[src/rtl/baud_gen_r.sv]
// Oversampled UART baud clock generator with four selectable rates.
// baud_clk is a 50% square wave whose half-period is a rounded clk count.
module baud_gen_r #(
  parameter int CLK_FREQ   = 50_000_000,
  parameter int OVERSAMPLE = 16
) (
  input  logic       clk,
  input  logic       rst,
  input  logic [1:0] baud_rate,
  output logic       baud_clk
);

  localparam int F0 = 2400 * OVERSAMPLE;
  localparam int F1 = 4800 * OVERSAMPLE;
  localparam int F2 = 9600 * OVERSAMPLE;
  localparam int F3 = 19200 * OVERSAMPLE;

  localparam int T0 = (CLK_FREQ + F0) / (2 * F0);
  localparam int T1 = (CLK_FREQ + F1) / (2 * F1);
  localparam int T2 = (CLK_FREQ + F2) / (2 * F2);
  localparam int T3 = (CLK_FREQ + F3) / (2 * F3);

  // slowest rate has the largest count; one spare bit keeps the >= safe
  localparam int CW = $clog2(T0) + 1;

  logic [CW-1:0] cnt_q, cnt_d, lim;
  logic          clk_q, clk_d;
  logic          wrap;

  always_comb begin
    case (baud_rate)
      2'b00:   lim = CW'(T0 - 1);
      2'b01:   lim = CW'(T1 - 1);
      2'b10:   lim = CW'(T2 - 1);
      default: lim = CW'(T3 - 1);
    endcase
  end

  // >= so a switch to a faster rate wraps at once
  assign wrap = (cnt_q >= lim);

  always_comb begin
    cnt_d = cnt_q + CW'(1);
    clk_d = clk_q;
    if (wrap) begin
      cnt_d = '0;
      clk_d = ~clk_q;
    end
  end

  always_ff @(posedge clk) begin
    if (rst) begin
      cnt_q <= '0;
      clk_q <= 1'b0;
    end else begin
      cnt_q <= cnt_d;
      clk_q <= clk_d;
    end
  end

  assign baud_clk = clk_q;

endmodule

[config.mk]
export PLATFORM = sky130hd
export DESIGN_NAME = baud_gen_r
export DESIGN_NICKNAME = d
export VERILOG_FILES = /design/src/rtl/baud_gen_r.sv
export SDC_FILE = /design/constraint.sdc
export NUM_CORES = 1
export LEC_CHECK = 0
export BUFFER_PORTS_ARGS = -buffer_cell sky130_fd_sc_hd__buf_2
export CORE_MARGIN = 5
export CORE_UTILIZATION = 39
export DETAILED_ROUTE_END_ITERATION = 7
export PLACE_DENSITY = 0.57
export SLEW_MARGIN = 20
export SYNTH_ARGS = -nofsm -noshare
export SYNTH_HDL_FRONTEND = slang
export SYNTH_SLANG_ARGS = --single-unit
[constraint.sdc]
create_clock -name clk -period 5.4 [get_ports clk]
set_input_delay 1.08 -clock clk [delete_from_list [all_inputs] [get_ports clk]]
set_output_delay 1.08 -clock clk [all_outputs]
set_load 0.02 [all_outputs]
==> impl_metrics.env, run 1 <==
export IMPL_status="completed"
export IMPL_io_buffers=4
export IMPL_power_leakage_uw=0.000357
export IMPL_rsz0062_at_grt="false"
export IMPL_async_reset_ff_frac=0
export IMPL_hold_path_class="flip-flop to flip-flop"
export IMPL_period_minus_slack_ns=2.78
export IMPL_reg2reg_setup_slack_ns=3.31
export IMPL_min_from="cnt_q[0]"
export IMPL_vias=521
export IMPL_yosysMostFrequentCell="dfxtp_1"
export IMPL_cts_tree="yes"
export IMPL_yosys_top_cells_area="dfxtp_1 (32%), ha_1 (19%), nor2_2 (7.6%)"
export IMPL_avgSynthCellArea_um2=9.06
export IMPL_dieWidth_um=53.7
export IMPL_synth_area_um2=743
export IMPL_worst_pin_slew_ns=0.567
export IMPL_area_growth_pct=8.42
export IMPL_first_pass_iters=2
export IMPL_setup_viol=0
export IMPL_antenna_found_initial=0
export IMPL_synth_nets=97
export IMPL_ys_ff_latch=12
export IMPL_fp_dieH_um=53.7
export IMPL_setup_tns_ns=0
export IMPL_yosys_warnings=0
export IMPL_postCtsSetupRepairBufs=0
export IMPL_synth_top_area_frac=0.323
export IMPL_vdd_drop_max_mv=0.148
export IMPL_avgRoutedWirePerCell_um=11.0
export IMPL_numClockSinks=12
export IMPL_place_congestion=0.779
export IMPL_max_freq_ghz=0.360
export IMPL_slowest_delay_ns=0.52
export IMPL_max_cap_violations=0
export IMPL_detailed_place_hpwl_mm=1.01
export IMPL_core_area_um2=1760
export IMPL_ant_nets=0
export IMPL_power_density_nw_per_um2=212
export IMPL_gr_total_overflow=0
export IMPL_ys_flop_type="dfxtp_1"
export IMPL_synth_cells=82
export IMPL_fin_util=0.457
export IMPL_cts_buffers=3
export IMPL_clockBufferDepth=2
export IMPL_fin_crit_sh=0.514
export IMPL_wl_mm=1.24
export IMPL_layout_drive_gt1_share=0.227
export IMPL_ioPinCount=5
export IMPL_cts_clk_slew_worst_paths_ns=0.06
export IMPL_worstReg2RegStart="cnt_q[0]"
export IMPL_holdBufCountCts=0
export IMPL_critPathKind="input pin to flip-flop"
export IMPL_cp_arrival_ns=2.98
export IMPL_crit_start="baud_rate[0]"
export IMPL_critPathMaxFanout=11
export IMPL_critPathSlowestCell="a211o_1"
export IMPL_ys_types=25
export IMPL_yosysSeqAreaShare=0.323
export IMPL_drt_iter0_markers=3
export IMPL_relSlewSlack=0.622
export IMPL_ctsResizeCount=0
export IMPL_nets=105
export IMPL_route_detailed_drc=0
export IMPL_hold_viol=0
export IMPL_synth_edff_count=0
export IMPL_synth_top_area_cell="dfxtp_1"
export IMPL_diodes=0
export IMPL_die_area_um2=2880
export IMPL_clk_latency_ns=0.27
export IMPL_p_total_uw=171
export IMPL_grt_max_degree=12
export IMPL_grt_pass1_vias=519
export IMPL_via_per_inst=4.61
export IMPL_end_kind="flip-flop"
export IMPL_crit_chain="buf_2 -> or2_2 -> ha_1 -> and3_1 -> a221o_1 -> a211o_1 -> nor2_2"
export IMPL_synth_top_cells_by_count="dfxtp_1 (12), ha_1 (11), nor2_2 (9), nand3_1 (7), inv_1 (6)"
export IMPL_h_tree_depth=1
export IMPL_skew_ns=0.00561
export IMPL_grt_pass1_wl_mm=2.22
export IMPL_required_ns=5.60
export IMPL_grt_use_total=0.112
export IMPL_final_max_slew_viol_count=0
export IMPL_rows=15
export IMPL_start_util=0.421
export IMPL_cts_root_buf="clkbuf_4"
export IMPL_critPathLaunchType="input pin"
==> worst max-delay path: cells and delay by family <==
family          cells  cell delay (ns)
simple gates        3             0.68
fa+ha+maj           1             0.27
compound gates      2             0.82
buf+inv             1             0.13
==> sequential cells by signal (all words and copies together) (netlist names) <==
name	cells
baud_clk	1
cnt_q	11
==> layout make-up <==
type                            count  area [µm²]
Sequential cell                    12         240
Inverter                            6        22.5
Clock buffer                        3        22.5
Fill cell                         183         958
Multi-Input combinational cell     63         469
Timing Repair Buffer                4        20.0
Tap cell                           25        31.3
==> power breakdown <==
group          switching, µW  leakage, µW  internal, µW
clock                   26.5    0.0000138          25.8
combinational           13.5     0.000246          10.8
sequential              3.34    0.0000973          91.1
==> path summary, 6_finish.rpt <==
kind | to | cells after the start
max | cnt_q[9] | 7
min | cnt_q[0] | 1
max reg2reg | cnt_q[9] | 7
min reg2reg | cnt_q[0] | 1
==> through the flow <==
stage	hold WS [ns]	instance area (µm²)	std cells	worst slack [ns]
finish	0.499	806	113	2.62
floorplan	0.450	743	82	2.69
global route	0.530	806	113	2.52
global placement	0.483	783	110	2.37
CTS	0.500	806	113	2.62
detailed placement	0.483	783	110	2.34
==> layer usage <==
layer	share of wire	wire length (µm)	vias up	global-route usage
met5	0	0	-	0
met4	0.010	13	0	0.0383
met1	0.49	614	220	0.134
li1	-	-	292	-
met2	0.44	550	7	0.171
met3	0.052	64	2	0.0582
==> cell families after synthesis <==
| group | after synthesis | share of synthesized area |
|---|---|---|
| simple gates | 34 | 0.249 |
| flops | 12 | 0.323 |
| fa+ha+maj | 11 | 0.185 |
| compound gates | 9 | 0.0876 |
| xor+xnor | 8 | 0.0943 |
| buf+inv | 7 | 0.0455 |
| mux | 1 | 0.0152 |
==> layout by cell type, fill, tap and decap left out <==
cell type / instances
nand2_1: 5
nor2_4: 1
a21oi_1: 2
a221o_1: 1
nor2_1: 5
buf_2: 4
o21ai_1: 1
dfxtp_1: 12
xor2_1: 5
nand3_1: 7
nor2_2: 9
nor3b_1: 1
nand2b_1: 1
clkbuf_4: 3
a21o_1: 1
and3_1: 2
inv_1: 6
a21oi_2: 1
a31oi_1: 1
ha_1: 11
nor2b_1: 2
xnor2_1: 3
mux2_2: 1
or2_2: 1
o221ai_1: 1
a211o_1: 1
(Power assumes the default switching activity.)
==> run 2, diff against run 1 <==
==> constraint.sdc (replaced) <==
create_clock -name clk -period 2.73 [get_ports clk]
set_input_delay 0.546 -clock clk [delete_from_list [all_inputs] [get_ports clk]]
set_output_delay 0.546 -clock clk [all_outputs]
set_load 0.02 [all_outputs]
==> run 2 against run 1 <==
Compared with the run above: global-route usage is 0.62 points higher; final cell count unchanged; power increased by 97%; die area unchanged; sequential power grew 98%; clock skew rose by 0.00074 ns; setup slack worse by 2.1 ns; wire length increased by 0.72%; clock power increased by 97%; sequential cell count unchanged; critical path type unchanged; largest cell class unchanged; largest power group unchanged.
==> impl_metrics.env, run 2 (synthesized netlist as in run 1, its figures left out) <==
export IMPL_status="completed"
export IMPL_drt_iter0_markers=2
export IMPL_numClockSinks=12
export IMPL_ioPinCount=5
export IMPL_required_ns=2.93
export IMPL_layout_common_cells="dfxtp_1 (12), ha_1 (11), nor2_2 (9), nand3_1 (7), inv_1 (6)"
export IMPL_postCtsSetupRepairBufs=0
export IMPL_first_pass_iters=3
export IMPL_hold_path_class="flip-flop to flip-flop"
export IMPL_final_max_slew_viol_count=0
export IMPL_max_cap_violations=0
export IMPL_core_area_um2=1760
export IMPL_power_leakage_uw=0.000357
export IMPL_final_area_um2=806
export IMPL_critPathMaxFanout=11
export IMPL_grt_use_total=0.118
export IMPL_skew_ns=0.00636
export IMPL_setup_viol=0
export IMPL_io_buffers=4
export IMPL_max_freq_ghz=0.450
export IMPL_rsz0062_at_grt="false"
export IMPL_cts_buffers=3
export IMPL_placed_area_um2=783
export IMPL_cts_clk_slew_worst_paths_ns=0.06
export IMPL_setup_tns_ns=0
export IMPL_ctsResizeCount=0
export IMPL_worst_pin_slew_ns=0.568
export IMPL_detailed_place_hpwl_mm=1.02
export IMPL_holdBufCountCts=0
export IMPL_h_tree_depth=1
export IMPL_cts_root_buf="clkbuf_4"
export IMPL_largest_reg_flops=11
export IMPL_start_util=0.421
export IMPL_final_common_cell="dfxtp_1"
export IMPL_grt_max_degree=12
export IMPL_dieWidth_um=53.7
export IMPL_hold_viol=0
export IMPL_period_minus_slack_ns=2.22
export IMPL_avgRoutedWirePerCell_um=11.1
export IMPL_clockBufferDepth=2
export IMPL_diodes=0
export IMPL_relSlewSlack=0.621
export IMPL_nets=105
export IMPL_antenna_found_initial=0
export IMPL_end_kind="flip-flop"
export IMPL_die_area_um2=2880
export IMPL_fin_crit_sh=0.814
export IMPL_ant_nets=0
export IMPL_power_density_nw_per_um2=418
export IMPL_grt_pass1_wl_mm=2.37
export IMPL_gr_total_overflow=0
export IMPL_place_congestion=0.779
export IMPL_wl_mm=1.25
export IMPL_cp_arrival_ns=2.42
export IMPL_critPathLaunchType="input pin"
export IMPL_route_detailed_drc=0
export IMPL_grt_pass1_vias=530
export IMPL_fp_dieH_um=53.7
export IMPL_top_register="cnt_q"
export IMPL_via_per_inst=4.71
export IMPL_rows=15
export IMPL_vias=532
export IMPL_clk_latency_ns=0.27
export IMPL_critPathKind="input pin to flip-flop"
export IMPL_layout_drive_gt1_share=0.227
export IMPL_vdd_drop_max_mv=0.254
export IMPL_cts_tree="yes"
export IMPL_area_growth_pct=8.42
-- run 2: cell counts in the layout (fill, tap and decap cells not counted) --
Identical to the previous run, type by type.
-- run 2: layout make-up --
type	count	area (µm²)
repair buffers	4	20.0
clock buffers	3	22.5
fillers	186	958
well taps	25	31.3
inverters	6	22.5
multi-input cells	63	469
flip-flops and latches	12	240
-- run 2: stage by stage --
step | std cells | power (µW) | utilization | hold slack [ns] | setup slack [ns]
finish | 113 | 337 | 0.457 | 0.500 | 0.507
global placement | 110 | 239 | 0.444 | 0.483 | 0.238
global route | 113 | 367 | 0.457 | 0.534 | 0.385
floorplan | 82 | 229 | - | 0.450 | 0.551
CTS | 113 | 342 | 0.457 | 0.503 | 0.493
detailed placement | 110 | 240 | 0.444 | 0.486 | 0.210
-- run 2: power by group --
| part | internal [µW] | switching [µW] | total [µW] |
|---|---|---|---|
| registers | 180 | 6.59 | 187 |
| logic | 21.2 | 26.3 | 47.5 |
| clock network | 51.0 | 51.7 | 103 |
| total | 252 | 84.6 | 337 |
-- run 2: path summary, 6_finish.rpt --
check / to / slack (ns) / from / cells past startpoint
max: cnt_q[4] / 0.51 / baud_rate[0] / 7
min: cnt_q[0] / 0.50 / cnt_q[0] / 1
max reg2reg: cnt_q[4] / 0.66 / cnt_q[0] / 7
min reg2reg: cnt_q[0] / 0.50 / cnt_q[0] / 1
-- run 2: worst max-delay path: stages --
cell and delay (ns):
buf_2 0.13, or2_2 0.31, ha_1 0.26, and3_1 0.17
a221o_1 0.30, a211o_1 0.52, nor2_2 0.17
-- run 2: routing by layer --
| metal | GRT usage | up-vias | wire length (µm) |
|---|---|---|---|
| met5 | 0 | - | 0 |
| met4 | 0.0383 | 0 | 8 |
| met3 | 0.0582 | 2 | 65 |
| met2 | 0.188 | 7 | 580 |
| met1 | 0.138 | 233 | 597 |
| li1 | - | 290 | - |
==> run 3, diff against run 2 <==
--- a/config.mk
+++ b/config.mk
@@ -9,7 +9,7 @@
 export CORE_MARGIN = 5
 export CORE_UTILIZATION = 39
 export DETAILED_ROUTE_END_ITERATION = 7
-export PLACE_DENSITY = 0.57
+export PLACE_DENSITY = 0.6
 export SLEW_MARGIN = 20
 export SYNTH_ARGS = -nofsm -noshare
 export SYNTH_HDL_FRONTEND = slang
==> constraint.sdc (replaced) <==
create_clock -name clk -period 2 [get_ports clk]
set_input_delay 0.4 -clock clk [delete_from_list [all_inputs] [get_ports clk]]
set_output_delay 0.4 -clock clk [all_outputs]
set_load 0.02 [all_outputs]
==> run 3 against run 2 <==
Compared with the run above: via count grew 14%; highest routed layer unchanged; sequential power grew 35%; register-to-register slack lost 0.57 ns; first-iteration DRC count grew 100%; critical path type unchanged; core utilization grew 12 points; worst hold slack lost 0.017 ns; combinational power grew 130%; final cell count grew 13%.
==> impl_metrics.env, run 3 (synthesized netlist as in run 1, its figures left out) <==
export IMPL_start_util=0.421
export IMPL_end_kind="flip-flop"
export IMPL_hold_path_class="input pin to flip-flop"
export IMPL_avgRoutedWirePerCell_um=11.5
export IMPL_setup_viol=0
export IMPL_cts_root_buf="clkbuf_4"
export IMPL_required_ns=2.21
export IMPL_netSwitchingFraction=0.249
export IMPL_final_area_um2=1020
export IMPL_reg2reg_setup_slack_ns=0.09
export IMPL_critical_path_endpoint="cnt_q[3]"
export IMPL_critPathSlowestCell="a211o_1"
export IMPL_numClockSinks=12
export IMPL_power_leakage_uw=0.000454
export IMPL_final_max_slew_viol_count=0
export IMPL_clockBufferDepth=2
export IMPL_skew_ns=0.00110
export IMPL_route_detailed_drc=0
export IMPL_fp_dieH_um=53.7
export IMPL_gr_total_overflow=0
export IMPL_place_congestion=0.783
export IMPL_netSwitchingPower_uw=139
export IMPL_cts_tree="yes"
export IMPL_via_per_inst=4.73
export IMPL_nets=119
export IMPL_dr_max_layer_used="met4"
export IMPL_final_common_cell="buf_4"
export IMPL_core_area_um2=1760
export IMPL_route_met2_wl_um=689
export IMPL_drt_iter0_markers=4
export IMPL_fillers=168
export IMPL_layout_common_cells="buf_4 (14), dfxtp_1 (11), nor2_2 (9), ha_1 (8), nand3_1 (7)"
export IMPL_diodes=0
export IMPL_combinationalPowerShare=0.200
export IMPL_cp_num_buf_inv=4
export IMPL_timing_critical_path_mode_cell="buf_4"
export IMPL_cts_clk_slew_worst_paths_ns=0.08
export IMPL_cts_buffers=3
export IMPL_period_minus_slack_ns=1.96
export IMPL_area_growth_pct=37.7
export IMPL_power_frac_seq=0.455
export IMPL_pwr_share_clk=0.345
export IMPL_grt_pass1_wl_mm=2.30
export IMPL_detailed_place_hpwl_mm=1.03
export IMPL_grt_pass1_vias=536
export IMPL_crit_start="baud_rate[0]"
export IMPL_grt_use_total=0.110
export IMPL_crit_chain="buf_4 -> buf_4 -> inv_2 -> nand2_2 -> ha_4 -> and3_1 -> a221o_1 -> a211o_1 -> clkbuf_16 -> nor2_2"
export IMPL_rows=15
export IMPL_status="completed"
export IMPL_hold_viol=0
export IMPL_critPathKind="input pin to flip-flop"
export IMPL_critPathMaxFanout=5
export IMPL_layout_drive_gt1_share=0.427
export IMPL_critPathLaunchType="input pin"
export IMPL_holdWs_ns=0.483
export IMPL_seqCellArea_um2=241
export IMPL_max_cap_violations=0
export IMPL_r2r_end="cnt_q[3]"
export IMPL_first_pass_iters=3
export IMPL_multi_input_comb_area_um2=532
export IMPL_wl_mm=1.47
export IMPL_cp_arrival_ns=2.17
export IMPL_power_density_nw_per_um2=544
export IMPL_path_delay_family="compound AO/OA/AOI/OAI gates"
export IMPL_relSlewSlack=0.815
export IMPL_fin_crit_sh=0.981
export IMPL_clk_latency_ns=0.27
export IMPL_ant_nets=0
export IMPL_top_register="cnt_q"
export IMPL_placed_area_um2=881
export IMPL_h_tree_depth=1
export IMPL_max_freq_ghz=0.510
export IMPL_worst_pin_slew_ns=0.277
export IMPL_die_area_um2=2880
export IMPL_wl_met1_um=741
export IMPL_io_buffers=4
export IMPL_antenna_found_initial=0
export IMPL_dieWidth_um=53.7
export IMPL_worstRegToRegCells=6
export IMPL_holdBufCountCts=0
export IMPL_crit_cells=10
export IMPL_route_met3_wl_um=25
export IMPL_largest_reg_flops=11
export IMPL_vdd_drop_max_mv=0.385
export IMPL_worstReg2RegStart="cnt_q[5]"
export IMPL_vias=605
export IMPL_slowest_delay_ns=0.38
export IMPL_ioPinCount=5
export IMPL_cell_internal_pwr_uw=418
export IMPL_grt_max_degree=12
-- run 3: cell types whose count changed in the layout (fill, tap and decap cells not counted), moves of 2 or more --
| cell | previous run | this run |
|---|---|---|
| buf_2 | 4 | 2 |
| buf_4 | 0 | 14 |
| ha_1 | 11 | 8 |
| ha_4 | 0 | 3 |
-- run 3: repair_timing --
item,4_1_cts,5_1_grt
endpoints found under the hold margin,0,0
endpoints found under the setup margin,0,2
setup buffers,0,2
gates resized for setup,0,14
-- run 3: metal layers --
layer	up-vias	GRT usage
met2	3	0.159
met5	-	0
met3	2	0.0166
met1	278	0.157
met4	0	0.0511
li1	322	-
-- run 3: area by class of cell --
class | count | area share
multi-input combinational | 63 | 0.520
inverter | 6 | 0.0220
sequential | 12 | 0.236
timing repair buffer | 18 | 0.156
tap | 25 | 0.0306
clock buffer | 4 | 0.0355
-- run 3: stage by stage --
stage | setup TNS, ns | util | setup WS [ns] | std cells | total power, µW
4_1_cts | 0 | 0.520 | 0.0771 | 125 | 544
3_3_place_gp | -1.84 | 0.499 | -0.171 | 121 | 348
6_report | 0 | 0.580 | 0.0390 | 128 | 556
2_1_floorplan | 0 | - | 0.0210 | 82 | 313
5_1_grt | -0.244 | 0.580 | -0.0287 | 128 | 590
3_5_place_dp | -2.35 | 0.499 | -0.208 | 121 | 350
-- run 3: worst min path at each step --
| stage | startpoint | to | slack [ns] | cells past startpoint |
|---|---|---|---|---|
| 2_1_floorplan | cnt_q[0] | cnt_q[0] | 0.45 | 1 |
| 3_3_place_gp | cnt_q[10] | cnt_q[10] | 0.50 | 2 |
| 3_5_place_dp | cnt_q[10] | cnt_q[10] | 0.51 | 2 |
| 4_1_cts | rst | baud_clk | 0.48 | 3 |
| 5_1_grt | rst | baud_clk | 0.49 | 3 |
| 6_report | rst | baud_clk | 0.48 | 3 |
-- run 3: worst register-to-register path, cell delays in order, from the launching register on --
cell and delay [ns]:
dfxtp_1 0.47, ha_4 0.24, and3_1 0.17, a221o_1 0.32
a211o_1 0.38, clkbuf_16 0.19, nor2_2 0.09
-- run 3: power groups by stage --
stage          clock network, µW  logic (µW)  registers (µW)
6_report                     192         111             253
5_1_grt                      210         125             254
4_1_cts                      199        92.6             252
3_5_place_dp                   0        92.0             258
3_3_place_gp                   0        90.4             257
2_1_floorplan                  0        53.9             259
